### src/rtl/async_fifo_rd_ctrl_if.sv
// Read-side bus of the dual-clock FIFO: write-pointer input, read-pointer output,
// RAM read port and the output stream. "master" is the read controller and
// "slave" is its environment (write domain, RAM and consumer).
// Optional occupancy port rlevel exists only when FIFO_RD_LEVEL_EN is defined.
//
// Stream handshake: out_data carries a word whenever out_valid=1. The word is
// transferred on a rising rclk edge where out_valid=1 and out_ready=1. While
// out_valid=1 and out_ready=0, out_data is held stable. out_valid never depends
// combinationally on out_ready.
interface async_fifo_rd_ctrl_if #(
    parameter int DSIZE = 8,
    parameter int ASIZE = 4
);
    logic [ASIZE:0]   wptr_gray;
    logic [ASIZE:0]   rptr_gray;
    logic [ASIZE-1:0] ram_raddr;
    logic             ram_rclken;
    logic [DSIZE-1:0] ram_rdata;
    logic             rempty;
    logic             out_valid;
    logic             out_ready;
    logic [DSIZE-1:0] out_data;
`ifdef FIFO_RD_LEVEL_EN
    logic [ASIZE:0]   rlevel;
`endif

    modport master (
        input  wptr_gray,
        input  ram_rdata,
        input  out_ready,
        output rptr_gray,
        output ram_raddr,
        output ram_rclken,
        output rempty,
        output out_valid,
        output out_data
`ifdef FIFO_RD_LEVEL_EN
        ,
        output rlevel
`endif
    );

    modport slave (
        output wptr_gray,
        output ram_rdata,
        output out_ready,
        input  rptr_gray,
        input  ram_raddr,
        input  ram_rclken,
        input  rempty,
        input  out_valid,
        input  out_data
`ifdef FIFO_RD_LEVEL_EN
        ,
        input  rlevel
`endif
    );
endinterface

### src/rtl/async_fifo_rd_ctrl.sv
// Read-side controller of the dual-clock FIFO around async_ram.
// Runs only on rclk: synchronises the Gray write pointer, keeps the binary and
// Gray read pointers, generates a registered empty flag and drives the RAM read
// port. The RAM output register doubles as the stream register, so a fetch
// issued in one cycle shows up as out_valid/out_data after the next edge.
// Optional feature macro: FIFO_RD_LEVEL_EN adds the registered rlevel output.
module async_fifo_rd_ctrl #(
    parameter int DSIZE = 8,
    parameter int ASIZE = 4
) (
    input  logic                rclk,
    input  logic                rrst_n,
    async_fifo_rd_ctrl_if.master bus
);

    logic [ASIZE:0]   r_wq1;
    logic [ASIZE:0]   r_wq2;
    logic [ASIZE:0]   r_rbin;
    logic [ASIZE:0]   r_rptr_gray;
    logic             r_rempty;
    logic             r_out_valid;

    logic             w_fetch;
    logic [ASIZE:0]   w_rbin_next;
    logic [ASIZE:0]   w_rgray_next;
    logic [DSIZE-1:0] w_out_data;

    // A word is fetched when the FIFO holds data and the stream register is free
    // or being emptied in this same cycle (no bubble on accept+fetch).
    assign w_fetch      = !r_rempty && (!r_out_valid || bus.out_ready);
    assign w_rbin_next  = r_rbin + {{ASIZE{1'b0}}, w_fetch};
    assign w_rgray_next = (w_rbin_next >> 1) ^ w_rbin_next;

    // RAM read data is the stream data; it holds while ram_rclken is low.
    assign w_out_data     = bus.ram_rdata;
    assign bus.out_data   = w_out_data;
    assign bus.ram_rclken = w_fetch;
    assign bus.ram_raddr  = r_rbin[ASIZE-1:0];
    assign bus.rptr_gray  = r_rptr_gray;
    assign bus.rempty     = r_rempty;
    assign bus.out_valid  = r_out_valid;

    // Two-flop synchroniser for the Gray write pointer; only r_wq2 is consumed.
    always_ff @(posedge rclk or negedge rrst_n) begin
        if (!rrst_n) begin
            r_wq1 <= '0;
            r_wq2 <= '0;
        end else begin
            r_wq1 <= bus.wptr_gray;
            r_wq2 <= r_wq1;
        end
    end

    // Advance read pointers on fetch; empty when the next Gray pointer meets the
    // synchronised write pointer (a stale r_wq2 can only make this pessimistic).
    always_ff @(posedge rclk or negedge rrst_n) begin
        if (!rrst_n) begin
            r_rbin      <= '0;
            r_rptr_gray <= '0;
            r_rempty    <= 1'b1;
        end else begin
            r_rbin      <= w_rbin_next;
            r_rptr_gray <= w_rgray_next;
            r_rempty    <= (w_rgray_next == r_wq2);
        end
    end

    // Stream valid: set by a fetch, cleared by an accept without a new fetch.
    always_ff @(posedge rclk or negedge rrst_n) begin
        if (!rrst_n) begin
            r_out_valid <= 1'b0;
        end else if (w_fetch) begin
            r_out_valid <= 1'b1;
        end else if (bus.out_ready) begin
            r_out_valid <= 1'b0;
        end
    end

`ifdef FIFO_RD_LEVEL_EN
    logic [ASIZE:0] w_wq2_bin;
    logic [ASIZE:0] r_rlevel;

    // Gray to binary of the synchronised write pointer: bit i is the XOR of all
    // Gray bits at position i and above.
    always_comb begin
        w_wq2_bin = '0;
        for (int i = 0; i <= ASIZE; i++) begin
            w_wq2_bin[i] = ^(r_wq2 >> i);
        end
    end

    // Words still in the RAM, not counting the one held in out_data; uses the
    // same pointer pair as the empty flag so rlevel==0 exactly when rempty=1.
    always_ff @(posedge rclk or negedge rrst_n) begin
        if (!rrst_n) begin
            r_rlevel <= '0;
        end else begin
            r_rlevel <= w_wq2_bin - w_rbin_next;
        end
    end

    assign bus.rlevel = r_rlevel;
`endif

endmodule

### src/flat_wrapper.sv
// flat-port wrapper written by rule: the top's interface ports become plain ports
module async_fifo_rd_ctrl_flat 
#(
    parameter int DSIZE = 8,
    parameter int ASIZE = 4
)
  (rclk, rrst_n, bus_wptr_gray, bus_ram_rdata, bus_out_ready, bus_rptr_gray, bus_ram_raddr, bus_ram_rclken, bus_rempty, bus_out_valid, bus_out_data);
  async_fifo_rd_ctrl_if #(.DSIZE(DSIZE), .ASIZE(ASIZE)) bus_i ();
  input  logic rclk;
  input  logic rrst_n;
  input wire logic [$bits(bus_i.wptr_gray)-1:0] bus_wptr_gray;
  input wire logic [$bits(bus_i.ram_rdata)-1:0] bus_ram_rdata;
  input wire logic [$bits(bus_i.out_ready)-1:0] bus_out_ready;
  output wire logic [$bits(bus_i.rptr_gray)-1:0] bus_rptr_gray;
  output wire logic [$bits(bus_i.ram_raddr)-1:0] bus_ram_raddr;
  output wire logic [$bits(bus_i.ram_rclken)-1:0] bus_ram_rclken;
  output wire logic [$bits(bus_i.rempty)-1:0] bus_rempty;
  output wire logic [$bits(bus_i.out_valid)-1:0] bus_out_valid;
  output wire logic [$bits(bus_i.out_data)-1:0] bus_out_data;
  assign bus_i.wptr_gray = bus_wptr_gray;
  assign bus_i.ram_rdata = bus_ram_rdata;
  assign bus_i.out_ready = bus_out_ready;
  assign bus_rptr_gray = bus_i.rptr_gray;
  assign bus_ram_raddr = bus_i.ram_raddr;
  assign bus_ram_rclken = bus_i.ram_rclken;
  assign bus_rempty = bus_i.rempty;
  assign bus_out_valid = bus_i.out_valid;
  assign bus_out_data = bus_i.out_data;
  async_fifo_rd_ctrl #(.DSIZE(DSIZE), .ASIZE(ASIZE)) u_core (.rclk(rclk), .rrst_n(rrst_n), .bus(bus_i));
endmodule
### config.mk
export PLATFORM = sky130hd
export DESIGN_NAME = async_fifo_rd_ctrl_flat
export DESIGN_NICKNAME = d
export VERILOG_FILES = /design/src/rtl/async_fifo_rd_ctrl_if.sv /design/src/rtl/async_fifo_rd_ctrl.sv /design/src/flat_wrapper.sv
export SDC_FILE = /design/constraint.sdc
export NUM_CORES = 1
export LEC_CHECK = 0
export ABC_CLOCK_PERIOD_IN_PS = 2720
export CORE_AREA = 2 2 48 50
export CTS_CLUSTER_DIAMETER = 50
export DETAILED_ROUTE_END_ITERATION = 16
export DIE_AREA = 0 0 50 52
export PLACE_DENSITY = 0.81
export SYNTH_ARGS = -nofsm -noshare
export SYNTH_HDL_FRONTEND = slang
export SYNTH_SLANG_ARGS = --single-unit
### constraint.sdc
create_clock -name rclk -period 2.72 [get_ports rclk]
set_input_delay 0.544 -clock rclk [delete_from_list [all_inputs] [get_ports rclk]]
set_output_delay 0.544 -clock rclk [all_outputs]
set_load 0.01 [all_outputs]
==> summary.txt, run 1 <==
Run status
  – Status: completed

Drt
  – Initial DRC count: 3
  – Vias per inst: about 4.6
  – Post-DRT Antenna Nets: 0
  – DR DRC count: 0
  – Wire length per cell: about 11 um
  – First-pass detailed-route iteration total: 4
  – Routed wire length: between 1000 and 1500 um
  – Total number of vias: roughly 500

Die
  – Starting Density: 0.429
  – Die area: approximately 0.0026 mm2
  – Row cnt: 17
  – Die W: approximately 50 um
  – Core footprint: ~0.0021 mm2
  – Die Y: between 50 and 60 um
  – Ports: 36

STA
  – Worst Tran Pin Value: 0.247 ns
  – Fin. Hold Viols: 0
  – Final Setup Violations: 0
  – Period minus WS final: ~2.3 ns
  – RSZ-0062 raised after global routing: no
  – Fin Setup TNS: 0 ns
  – Slew HR: 0.834
  – Fmax: between 400 and 500 MHz
  – Clk_skew: ~0.00054 ns
  – Period utilisation layout: 0.863
  – Max-slew violation count: 0

Worst hold path
  – Hold Crit Class: reg2reg
  – Cells on Worst Hold Path: 0
  – HP Start: u_core.r_wq1[4]
  – Endpoint, Worst Hold: u_core.r_wq2[4]

Synth
  – Gate Count Post-Synth: 67
  – Seq cells post-synth: 21
  – Synth area leaders: dfrtp_1 (55%), xnor2_1 (6.8%), buf_4 (6.6%)
  – Post-synth top area share: 0.554
  – Synthesized cell area: around 900 um2
  – Count of different cell masters after synthesis: 23
  – Yosys warnings: 0
  – Register area share after synthesis: 0.583
  – Yosys top cell by area: dfrtp_1
  – Mapped Avg Cell Area: between 10 and 15 um2
  – Synth Net Count: 85

Clock tree
  – Clock Latency Late Sink: between 0.2 and 0.3 ns
  – H-tree lvl count: 1
  – Clk slew on worst S/H paths: 0.11 ns
  – CTS Buf Count: 3
  – # resized after CTS: 0
  – Clk buf depth: 2
  – Setup bufs post-CTS: 0
  – Clk sinks: 21
  – Cts hold-fix bufs: 0
  – CTS tree: built
  – Root buf cell: clkbuf_4

Worst setup path
  – Cell count of the worst reg-to-reg path: 7
  – Critical path origin: bus_out_ready
  – R2r setup slk: slightly above 0.7 ns
  – Critical path fanouts, max: 2
  – Origin of the critical flop-to-flop path: u_core.bus.out_valid
  – Worst R2R End: u_core.bus.rempty
  – CP Data Required Time: between 2 and 2.5 ns
  – Arrival time at the worst endpoint: about 1.8 ns
  – Setup crit end kind: output port
  – Critical Path Start Type: input port
  – Crit Path Category: in2out

Pwr
  – Final Power: around 1.2 mW
  – Maximum vdd drop: approximately 0.48 mV
  – Leakage: ~0.5 nW
  – Pwr dens: approximately 1100 mW/mm2

Cells and area
  – Nets: 100
  – Layout cells sized above 1: 0.123
  – Combined area of the multi-input logic cells: about 290 um2
  – Register Area: around 530 um2
  – # diodes: 0
  – Layout area overhead: 20.4%
  – FILL cells: 171

GRT
  – First-pass GRT wire length: 2180 um
  – Initial antenna violation count: 0
  – Vias in the first global route: 502
  – Total track usage: 0.116
  – Largest net degree at the start of global routing: 22
  – Total congestion overflow: 0

Placement
  – Detailed Place HPWL: 988 um
  – Gpl congestion: ~0.8
  – PortBufs: 19

Job
  – Max-Cap Viols: 0
## state kept, by name, summed over array words and instances (netlist names)
name and count:
u_core.bus.rptr_gray 4, u_core.bus.out_valid 1, u_core.bus.rempty 1, u_core.r_wq2 5, u_core.r_rbin 5, u_core.r_wq1 5
## how the worst max path moves through the flow
stage	to	slack, ns
6_report	bus_ram_rclken	0.37
5_1_grt	u_core.bus.rempty	0.30
4_1_cts	bus_ram_rclken	0.37
3_5_place_dp	u_core.bus.rempty	0.09
3_3_place_gp	u_core.bus.rempty	0.15
2_1_floorplan	u_core.bus.rempty	0.61
## per-stage QoR
step                 util  cells  hold WS, ns  setup WS, ns  cell area, um2
finish              0.516    109        0.367         0.374            1090
global route        0.516    109        0.385         0.297            1090
CTS                 0.516    109        0.373         0.368            1090
global placement    0.503    105        0.332         0.150            1060
floorplan               -     67        0.248         0.605             903
detailed placement  0.503    105        0.347        0.0853            1060
## where the power goes
group | total [mW] | internal, mW | switching, mW
Clock | 0.141 | 0.0547 | 0.0858
Sequential | 0.478 | 0.405 | 0.0737
Combinational | 0.620 | 0.354 | 0.266
## worst max-delay path, cell delays in order
cell	delay [ns]
clkdlybuf4s50_1	0.47
inv_1	0.04
a21oi_1	0.17
clkdlybuf4s50_1	0.57
## placed cells by master (no fill, tap or decap), drive strengths merged
cell type and instances:
clkdlybuf4s50 19, nand3 3, a21o 1, dfrtp 20, xor2 5, o21ai 1, dfstp 1, a2bb2oi 1
a21boi 1, nand2 2, and3 1, inv 4, nor3 1, buf 1, o211ai 1, a21oi 2
nand2b 1, xnor2 7, xnor3 2, clkinv 1, clkbuf 3, ha 2, and2 1
## area by class of cell
type	count	area share
clock buffer	3	0.0207
clock inverter	1	0.00460
inverter	4	0.0138
multi-input combinational	32	0.262
sequential	21	0.484
tap	28	0.0322
timing repair buffer	20	0.182
## synth_stat cells (all sizes together)
cell type	n
o211ai	1
nor3	1
buf	10
and2	1
xnor3	2
a2bb2oi	1
dfrtp	20
nand2b	1
a21o	1
xor2	5
and3	1
dfstp	1
nand3	3
nand2	2
a21boi	1
ha	2
o21ai	1
inv	4
a21oi	2
xnor2	7
## logic make-up (layout without fill, tap and decap cells)
group / Yosys count / in the layout / synth area share
flops: 21 / 21 / 0.583
simple gates: 9 / 9 / 0.0568
fa+ha+maj: 2 / 2 / 0.0277
xor+xnor: 14 / 14 / 0.166
buf+inv: 14 / 28 / 0.101
compound gates: 7 / 7 / 0.0651
## layer usage
layer | GRT usage | part of all wire | vias up
li1 | - | - | 239
met2 | 0.211 | 0.55 | 18
met3 | 0.0431 | 0.057 | 6
met4 | 0.0509 | 0.016 | 0
met1 | 0.118 | 0.38 | 242
met5 | 0 | 0 | -
Power figures use the tool's default switching activity.
==> run 2, diff against run 1 <==
- SKIP_LAST_GASP: not set -> 1
==> results of run 2 <==
Final layout, timing and power as in run 1 (identical DEF).
